$ cat src/rtl/alu_pkg.sv
`default_nettype none
// ============================================================================
//  Module      : alu_pkg
//  Description : Opcode enum, status bit indices and status struct for the
//                pipelined ALU.
//  Revision    : 1.0 - initial release
// ============================================================================
package alu_pkg;

    typedef enum logic [1:0] {
        ALU_SUB    = 2'd0,
        ALU_LESS   = 2'd1,
        ALU_INDB   = 2'd2,
        ALU_CHANGE = 2'd3
    } alu_op_e;

    localparam int unsigned STAT_ERR  = 0;
    localparam int unsigned STAT_ODD  = 1;
    localparam int unsigned STAT_ONES = 2;
    localparam int unsigned STAT_OVF  = 3;

    // Field order matches the STAT_* indices (MSB first in a packed struct).
    typedef struct packed {
        logic ovf;
        logic ones;
        logic odd;
        logic err;
    } alu_status_t;

endpackage
`default_nettype wire

$ cat src/rtl/alu_datapath.sv
`default_nettype none
// ============================================================================
//  Module      : alu_datapath
//  Description : Combinational ALU: (op, A, B) -> (result, status flags).
//  Revision    : 1.0 - initial release
// ============================================================================
module alu_datapath
    import alu_pkg::*;
#(
    parameter int unsigned M = 8,
    parameter int unsigned N = 2
) (
    input  logic [N-1:0]  i_op,
    input  logic [M-1:0]  i_a,
    input  logic [M-1:0]  i_b,
    output logic [M-1:0]  o_result,
    output alu_status_t   o_status
);

    logic [M+1:0] w_diff;
    logic [M-1:0] w_sum;
    logic [M-1:0] w_bit_mask;
    logic [M-1:0] w_mag;
    logic         w_illegal;
    logic         w_idx_ok;
    logic         w_a_min;

    // A - 2B evaluated in M+2 bits so the true value is always representable.
    assign w_diff     = {{2{i_a[M-1]}}, i_a} - {i_b[M-1], i_b, 1'b0};
    assign w_sum      = i_a + i_b;
    assign w_bit_mask = {{(M-1){1'b0}}, 1'b1} << i_b;
    assign w_idx_ok   = (32'(i_b) < M);
    assign w_mag      = i_a[M-1] ? (~i_a + 1'b1) : i_a;
    assign w_a_min    = (i_a == {1'b1, {(M-1){1'b0}}});
    assign w_illegal  = ((i_op >> 2) != '0);

    always_comb begin
        o_result = '0;
        o_status = '0;
        if (w_illegal) begin
            o_status.err = 1'b1;
        end else begin
            case (alu_op_e'(i_op[1:0]))
                ALU_SUB: begin
                    o_result     = w_diff[M-1:0];
                    o_status.ovf = (w_diff[M+1] != w_diff[M]) || (w_diff[M] != w_diff[M-1]);
                end
                ALU_LESS: begin
                    o_result = {{(M-1){1'b0}}, ($signed(i_a) < $signed(i_b))};
                end
                ALU_INDB: begin
                    if (w_idx_ok) begin
                        o_result = {{(M-1){1'b0}}, ~|(w_sum & w_bit_mask)};
                    end else begin
                        o_status.err = 1'b1;
                    end
                end
                ALU_CHANGE: begin
                    // |A| < 2^(M-1) whenever A is legal, so OR-ing in the sign is exact.
                    if (w_a_min) begin
                        o_status.err = 1'b1;
                    end else begin
                        o_result = w_mag | {i_a[M-1], {(M-1){1'b0}}};
                    end
                end
                default: begin
                    o_status.err = 1'b1;
                end
            endcase
        end
        o_status.odd  = ^o_result;
        o_status.ones = &o_result;
    end

endmodule
`default_nettype wire

$ cat src/rtl/alu_pipe_core.sv
`default_nettype none
// ============================================================================
//  Module      : alu_pipe_core
//  Description : Two-stage valid/ready pipelined ALU with saturating error count.
//  Revision    : 1.0 - initial release
// ============================================================================
module alu_pipe_core
    import alu_pkg::*;
#(
    parameter int unsigned M     = 8,
    parameter int unsigned N     = 2,
    parameter int unsigned CNT_W = 8
) (
    input  logic             i_clk,
    input  logic             i_reset,
    input  logic             i_valid,
    output logic             o_ready,
    input  logic [N-1:0]     i_op,
    input  logic [M-1:0]     i_arg_A,
    input  logic [M-1:0]     i_arg_B,
    output logic             o_valid,
    input  logic             i_ready,
    output logic [M-1:0]     o_result,
    output logic [3:0]       o_status,
    output logic [CNT_W-1:0] o_err_cnt
);

    logic             r_s1_valid;
    logic [N-1:0]     r_s1_op;
    logic [M-1:0]     r_s1_a;
    logic [M-1:0]     r_s1_b;
    logic             r_s2_valid;
    logic [M-1:0]     r_result;
    alu_status_t      r_status;
    logic [CNT_W-1:0] r_err_cnt;

    logic [M-1:0]     w_dp_result;
    alu_status_t      w_dp_status;
    logic             w_s2_adv;
    logic             w_out_xfer;

    alu_datapath #(
        .M (M),
        .N (N)
    ) u_datapath (
        .i_op     (r_s1_op),
        .i_a      (r_s1_a),
        .i_b      (r_s1_b),
        .o_result (w_dp_result),
        .o_status (w_dp_status)
    );

    // No skid buffer: ready depends combinationally on downstream i_ready.
    assign w_s2_adv   = !r_s2_valid || i_ready;
    assign o_ready    = !r_s1_valid || w_s2_adv;
    assign w_out_xfer = r_s2_valid && i_ready;

    always_ff @(posedge i_clk) begin
        if (!i_reset) begin
            r_s1_valid <= 1'b0;
            r_s1_op    <= '0;
            r_s1_a     <= '0;
            r_s1_b     <= '0;
            r_s2_valid <= 1'b0;
            r_result   <= '0;
            r_status   <= '0;
            r_err_cnt  <= '0;
        end else begin
            if (o_ready) begin
                r_s1_valid <= i_valid;
                if (i_valid) begin
                    r_s1_op <= i_op;
                    r_s1_a  <= i_arg_A;
                    r_s1_b  <= i_arg_B;
                end
            end
            if (w_s2_adv) begin
                r_s2_valid <= r_s1_valid;
                if (r_s1_valid) begin
                    r_result <= w_dp_result;
                    r_status <= w_dp_status;
                end
            end
            if (w_out_xfer && r_status.err && (r_err_cnt != '1)) begin
                r_err_cnt <= r_err_cnt + 1'b1;
            end
        end
    end

    assign o_valid   = r_s2_valid;
    assign o_result  = r_result;
    assign o_status  = r_status;
    assign o_err_cnt = r_err_cnt;

endmodule
`default_nettype wire

$ cat config.mk
export PLATFORM = sky130hd
export DESIGN_NAME = alu_pipe_core
export DESIGN_NICKNAME = d
export VERILOG_FILES = /design/src/rtl/alu_pkg.sv /design/src/rtl/alu_datapath.sv /design/src/rtl/alu_pipe_core.sv
export SDC_FILE = /design/constraint.sdc
export NUM_CORES = 1
export LEC_CHECK = 0
export CELL_PAD_IN_SITES_DETAIL_PLACEMENT = 1
export CELL_PAD_IN_SITES_GLOBAL_PLACEMENT = 2
export CORE_ASPECT_RATIO = 1.2
export CORE_MARGIN = 2
export CORE_UTILIZATION = 33
export CTS_BUF_LIST = sky130_fd_sc_hd__clkbuf_8
export DETAILED_ROUTE_END_ITERATION = 6
export GPL_TIMING_DRIVEN = 1
export PLACE_DENSITY_LB_ADDON = 0.1
export SYNTH_ARGS = -nofsm -noshare
export SYNTH_HDL_FRONTEND = slang
export SYNTH_SLANG_ARGS = --single-unit
$ cat constraint.sdc
create_clock -name i_clk -period 4.2 [get_ports i_clk]
set_input_delay 0.84 -clock i_clk [delete_from_list [all_inputs] [get_ports i_clk]]
set_output_delay 0.84 -clock i_clk [all_outputs]
set_load 0.005 [all_outputs]
Word level (Yosys, flattened, before mapping)

Cells that the tools add are included.
W data, S select, Z words.

$add $sub $neg: 4
Reduce and logical (&&, ||, !) cells: 15
Shift operators: 1
Equality and inequality tests: 7
Magnitude comparators: 2
Bitwise gates (word level): 3
Muxes and demuxes: 8

Operator list:

| operator              | count |
|---|---|
| $pmux W8 S4           | 1 |
| $add A8 B1 Y8 const B | 2 |
| $mux W8               | 2 |
| $sub A8 B9 Y10        | 1 |
| $add A8 B8 Y8         | 1 |
| $and A8 B8 Y8         | 1 |
| $eq A8 B8 Y1 const B  | 1 |
| $lt A8 B4 Y1 const B  | 1 |
| $lt A8 B8 Y1          | 1 |
| $ne A8 B8 Y1 const B  | 1 |
| $not A8 Y8            | 1 |
| $or A8 B8 Y8          | 1 |
| $reduce_and A8 Y1     | 1 |
| $reduce_or A8 Y1      | 1 |
| $reduce_xor A8 Y1     | 1 |
| $shl A1 B8 Y8 const A | 1 |
| $eq A2 B2 Y1 const B  | 2 |
| $mux W1               | 4 |
| $reduce_and A2 Y1     | 2 |
| $logic_and A1 B1 Y1   | 3 |
| $logic_not A1 Y1      | 3 |
| $logic_or A1 B1 Y1    | 3 |
| $eq A2 B1 Y1 const B  | 1 |
| $logic_not A2 Y1      | 1 |
| other kinds (2)       | 3 |

Word-level logic and storage cells: 51
Input port bits: 22
Bits in registers: 40

Logic depth before layout (Yosys ltp)

Depth in word-level cells: 7
Mapped depth: 14
Mapped depth without buffers: 14

By module

From an unflattened synthesis, not the netlist that was laid out.

Cell total of the unflattened synthesis: 335
Area total of the unflattened synthesis: 3019.1 um^2

By module, submodules not included:

| module        | instances | seq. area each (um^2) | cells an instance | area an instance (um^2) |
|---|---|---|---|---|
| alu_pipe_core | 1         | 800.8                 | 170               | 1755.4 |
| alu_datapath  | 1         | 0.0                   | 165               | 1263.7 |

Least setup slack after synthesis

Ideal clock, no wire load.

Kind: flip-flop to flip-flop
Start: register r_s1_b[2]
End: register r_status, in the netlist o_status[1]
Setup slack: 1.106 ns
Data required time: 4.084 ns
Library setup time: 0.116 ns
Stages on the path, launching flop included: 15
Arrival time: 2.978 ns
Clock period less this slack: 3.094 ns
Path through: dfxtp_1 inv_1 ha_1 nand2b_1 a2111oi_0 nor3_1 xnor2_1 or4_1 a31oi_2 nor2_1 ha_1 xnor2_1 xnor2_1 nand2_1 o211a_1

Word-level cells in the longest chain between the ends: 7
Elaborated cells between the ends (all ways): 11
Classes of those cells: add/sub (2); order compare (2); shift (1); mux (2); bitwise (1); reduce/logical (3)

Ends and longest elaborated chain:

| what                                                  | line                                   | source |
|---|---|---|
| start: declaration                                    | alu_pipe_core.sv:31                    | `logic [M-1:0] r_s1_b;` |
| start signal: assignment                              | alu_pipe_core.sv:74                    | `r_s1_b <= i_arg_B;` |
| $add A8 B8 Y8 / $shl A1 B8 Y8 (equally long branches) | alu_datapath.sv:30, alu_datapath.sv:31 |  |
| $and A8 B8 Y8                                         | alu_datapath.sv:53                     | `o_result = {{(M-1){1'b0}}, ~\|(w_sum & w_bit_mask)};` |
| $reduce_or A8 Y1                                      | alu_datapath.sv:53                     |  |
| $logic_not A1 Y1                                      | alu_datapath.sv:53                     |  |
| $mux W1                                               | alu_datapath.sv:52                     | `if (w_idx_ok) begin` |
| $pmux W8 S4 (*)                                       | alu_datapath.sv:43                     | `case (alu_op_e'(i_op[1:0]))` |
| via u_datapath.o_result[0]                            | alu_datapath.sv:16                     | `output logic [M-1:0] o_result,` |
| $reduce_xor A8 Y1 (*)                                 | alu_datapath.sv:71                     | `o_status.odd = ^o_result;` |
| end signal: assignment                                | alu_pipe_core.sv:81                    | `r_status <= w_dp_status;` |
| end: declaration                                      | alu_pipe_core.sv:34                    | `alu_status_t r_status;` |

The timed path passes the listed nets; every way through them passes the cells marked *.
A chain may end at the register's enable or synchronous reset.

Worst setup path after layout

Start: register r_s1_b[1]
End: register r_status, in the netlist o_status[1]

Same word-level chain as after synthesis.

==> flow_metrics.py <==
metrics = {
    "global_route": {
        "grt_overflow": 0,
        "first_global_vias": 2575,
        "antenna_found_initial": 0,
        "grt_max_degree": 24,
        "grt_usage_pct": 17.8,
        "grt_pass1_wl_um": 12900,
    },
    "setup_path": {
        "required_ps": 4400,
        "crit_buf_inv": 1,
        "worstPathArrival_ps": 3660,
        "path_cells": "inv_1 > ha_1 > nand2b_1 > a21oi_1 > xor2_1 > mux4_2 > o221a_2 > a31oi_2 > nor2_1 > ha_1 > xnor2_1 > xnor2_1 > nand2_1 > o211a_1",
        "ff2ff_path_depth": 14,
        "startpoint": "r_s1_b[1]",
        "rrSetupSlack_ps": 740,
        "reg2reg_to": "o_status[1]",
        "slowest_delay_ps": 530,
        "rr_startpoint": "r_s1_b[1]",
        "cp-start-kind": "register",
        "endpoint_kind": "register",
        "critical_path_class": "register to register",
        "crit_family": "compound AO/OA/AOI/OAI gates",
        "critPathSlowestCell": "dfxtp_1",
        "path_max_fanout": 8,
    },
    "worst_hold_path": {
        "worstHoldStart": "o_status[3]",
        "worstHoldPathType": "register to register",
        "whs_endpoint": "o_status[3]",
        "whs_path_depth": 2,
    },
    "layout": {
        "fill_cells": 988,
        "area_growth_pct": 23.4,
        "drive_gt1_share_pct": 6.40,
        "final-seq-area_um2": 801,
        "diodes": 0,
        "final_area_mm2": 0.00347,
        "nets": 426,
        "layout_common_cells": "nand2_1, clkdlybuf4s50_1, dfxtp_1, ha_1, a21boi_0",
        "fin_util_pct": 42.3,
        "final_common_cell": "nand2_1",
        "multi_input_area_mm2": 0.00189,
    },
    "power_and_ir_drop": {
        "p_clk_share_pct": 32.5,
        "irDropWorstVdd_mv": 0.157,
        "power.density_mw_per_mm2": 314,
        "switchingPower_uw": 323,
        "p_seq_share_pct": 39.0,
        "combPwrFrac_pct": 28.4,
        "swShare_pct": 29.6,
        "power_leakage_uw": 0.00134,
        "p_int_uw": 767,
    },
    "routing": {
        "antenna_left": 0,
        "vias": 2466,
        "wl_per_cell_um": 15.8,
        "totalWireLength_um": 7730,
        "drt-vias-per-instance": 5.04,
        "drc": 0,
        "drtIter0Drc": 108,
        "drt-pass1-iter-count": 4,
    },
    "logic_synthesis": {
        "avgSynthCellArea_um2": 8.43,
        "synth_fa_ha_area_share_pct": 13.9,
        "synth-compound-area-share_pct": 19.6,
        "yosysSeqAreaShare_pct": 28.5,
        "synthFlopType": "dfxtp_1",
        "synthesis.nets": 385,
        "yosys.area_share.simple_pct": 24.4,
        "synth_xor_area_share_pct": 7.49,
        "yosysUniqueCellTypes": 53,
        "muxShareOfSynthArea_pct": 1.87,
        "synth_top_family_by_area": "simple AND/OR/NAND/NOR gates",
        "synthCells": 333,
        "synthArstFlopShare_pct": 0,
        "ys_seq_elements": 40,
        "synth_edf_count": 0,
        "synth_warnings": 0,
        "syn_area_mm2": 0.00281,
    },
    "clock_tree": {
        "clock-sinks": 40,
        "clock_path_buffers": 2,
        "cts_tree": "done",
        "clk_latency_ps": 300,
        "htree_num_levels": 2,
        "post-cts-setup-buffers": 0,
        "cts_resized": 0,
        "clk_pin_slew_ps": 80,
        "cts_buffers": 5,
        "clockRootBuffer": "clkbuf_8",
        "postCtsHoldBufs": 0,
    },
    "sta": {
        "max_freq_mhz": 289,
        "rsz0062_at_grt": "false",
        "hold_viol_final": 0,
        "period_needed_ps": 3460,
        "period_share_pct": 82.5,
        "worstMarginPinSlew_ps": 694,
        "finalSetupViolations": 0,
        "fin_skew_ps": 5.42,
        "slew_viol_final": 0,
        "relSlewSlack_pct": 53.6,
        "tns_ps": 0,
    },
    "status": {
        "outcome": "finished, final reports clean",
    },
    "floorplan": {
        "die_area_mm2": 0.00926,
        "rows": 36,
        "io_pins": 44,
        "start_util_pct": 34.2,
        "die_w_um": 88.2,
        "coreArea_mm2": 0.00820,
        "die_y_um": 105,
    },
    "run": {
        "cap_violations": 0,
    },
    "placed_design": {
        "gp_congestion": 0.869,
        "post-dp-hpwl_um": 6000,
        "placed_cell_area_mm2": 0.00334,
        "io_buffers": 43,
    },
}
-- worst min-delay path: stages (launching register included) --
cell and delay [ps]:
dfxtp_1 310, nand2_1 50, a21boi_0 60
-- synth_stat cells, drive strengths merged (7+ instances only) --
cell type	instances	area share [%]
a21boi	22	5.9
a21oi	7	1.4
and2	7	1.6
clkbuf	11	1.9
dfxtp	40	29
ha	28	12
inv	15	2.0
nand2	52	7.0
nor2	20	2.7
nor2b	10	2.2
nor3	7	1.2
nor3b	7	1.9
o21a	7	1.9
o21ai	10	1.8
xnor2	15	4.7
xor2	9	2.8
-- how the worst max path moves through the flow --
stage | endpoint | slack, ps | depth (start not counted)
floorplan | o_status[1] | 1110 | 14
global placement | o_status[1] | 820 | 14
detailed placement | o_status[1] | 720 | 14
CTS | o_status[1] | 680 | 14
global route | o_status[1] | 470 | 14
finish | o_status[1] | 740 | 14
-- stage by stage --
stage	cells	worst slack [ps]	total power, µW	hold slack (ps)
final	489	736	1090	475
after global routing	489	472	1160	528
after CTS	489	678	1110	482
after detailed placement	481	717	748	471
after global placement	481	822	746	458
after floorplan	333	1110	647	451
-- area by class of cell --
cell class	instances	area share, %
sequential	40	23.1
multi-input combinational	266	54.4
tap	114	4.12
inverter	15	1.62
clock inverter	1	0.866
clock buffer	7	2.78
timing repair buffer	46	13.1
-- power groups by stage --
stage / combinational (µW) / sequential (µW) / clock (µW)
after floorplan: 220 / 426 / 0
after global placement: 312 / 434 / 0
after detailed placement: 313 / 435 / 0
after CTS: 316 / 426 / 364
after global routing: 350 / 429 / 376
final: 310 / 425 / 355
-- kinds of logic after synthesis --
family	Yosys count
DFF	40
muxes	4
xor gates and xnor gates	24
buffers and inverters	27
AOI/OAI and AO/OA	75
and+or+nand+nor	133
adders and majority gates	30
-- per-layer routing --
layer,track usage [%],wire length [µm],part of all wire [%],vias up
met5,0,0,0,-
met4,4.55,93,1.2,0
met3,2.13,230,3.0,9
met2,28.6,3720,48,35
met1,24.9,3680,48,1172
li1,-,-,-,1250
-- state kept, by name, summed over array words and instances (netlist names) --
| signal | flops |
|---|---|
| o_valid | 1 |
| r_s1_valid | 1 |
| o_status | 4 |
| o_err_cnt | 8 |
| o_result | 8 |
| r_s1_op | 2 |
| r_s1_b | 8 |
| r_s1_a | 8 |
(Power assumes the default switching activity.)
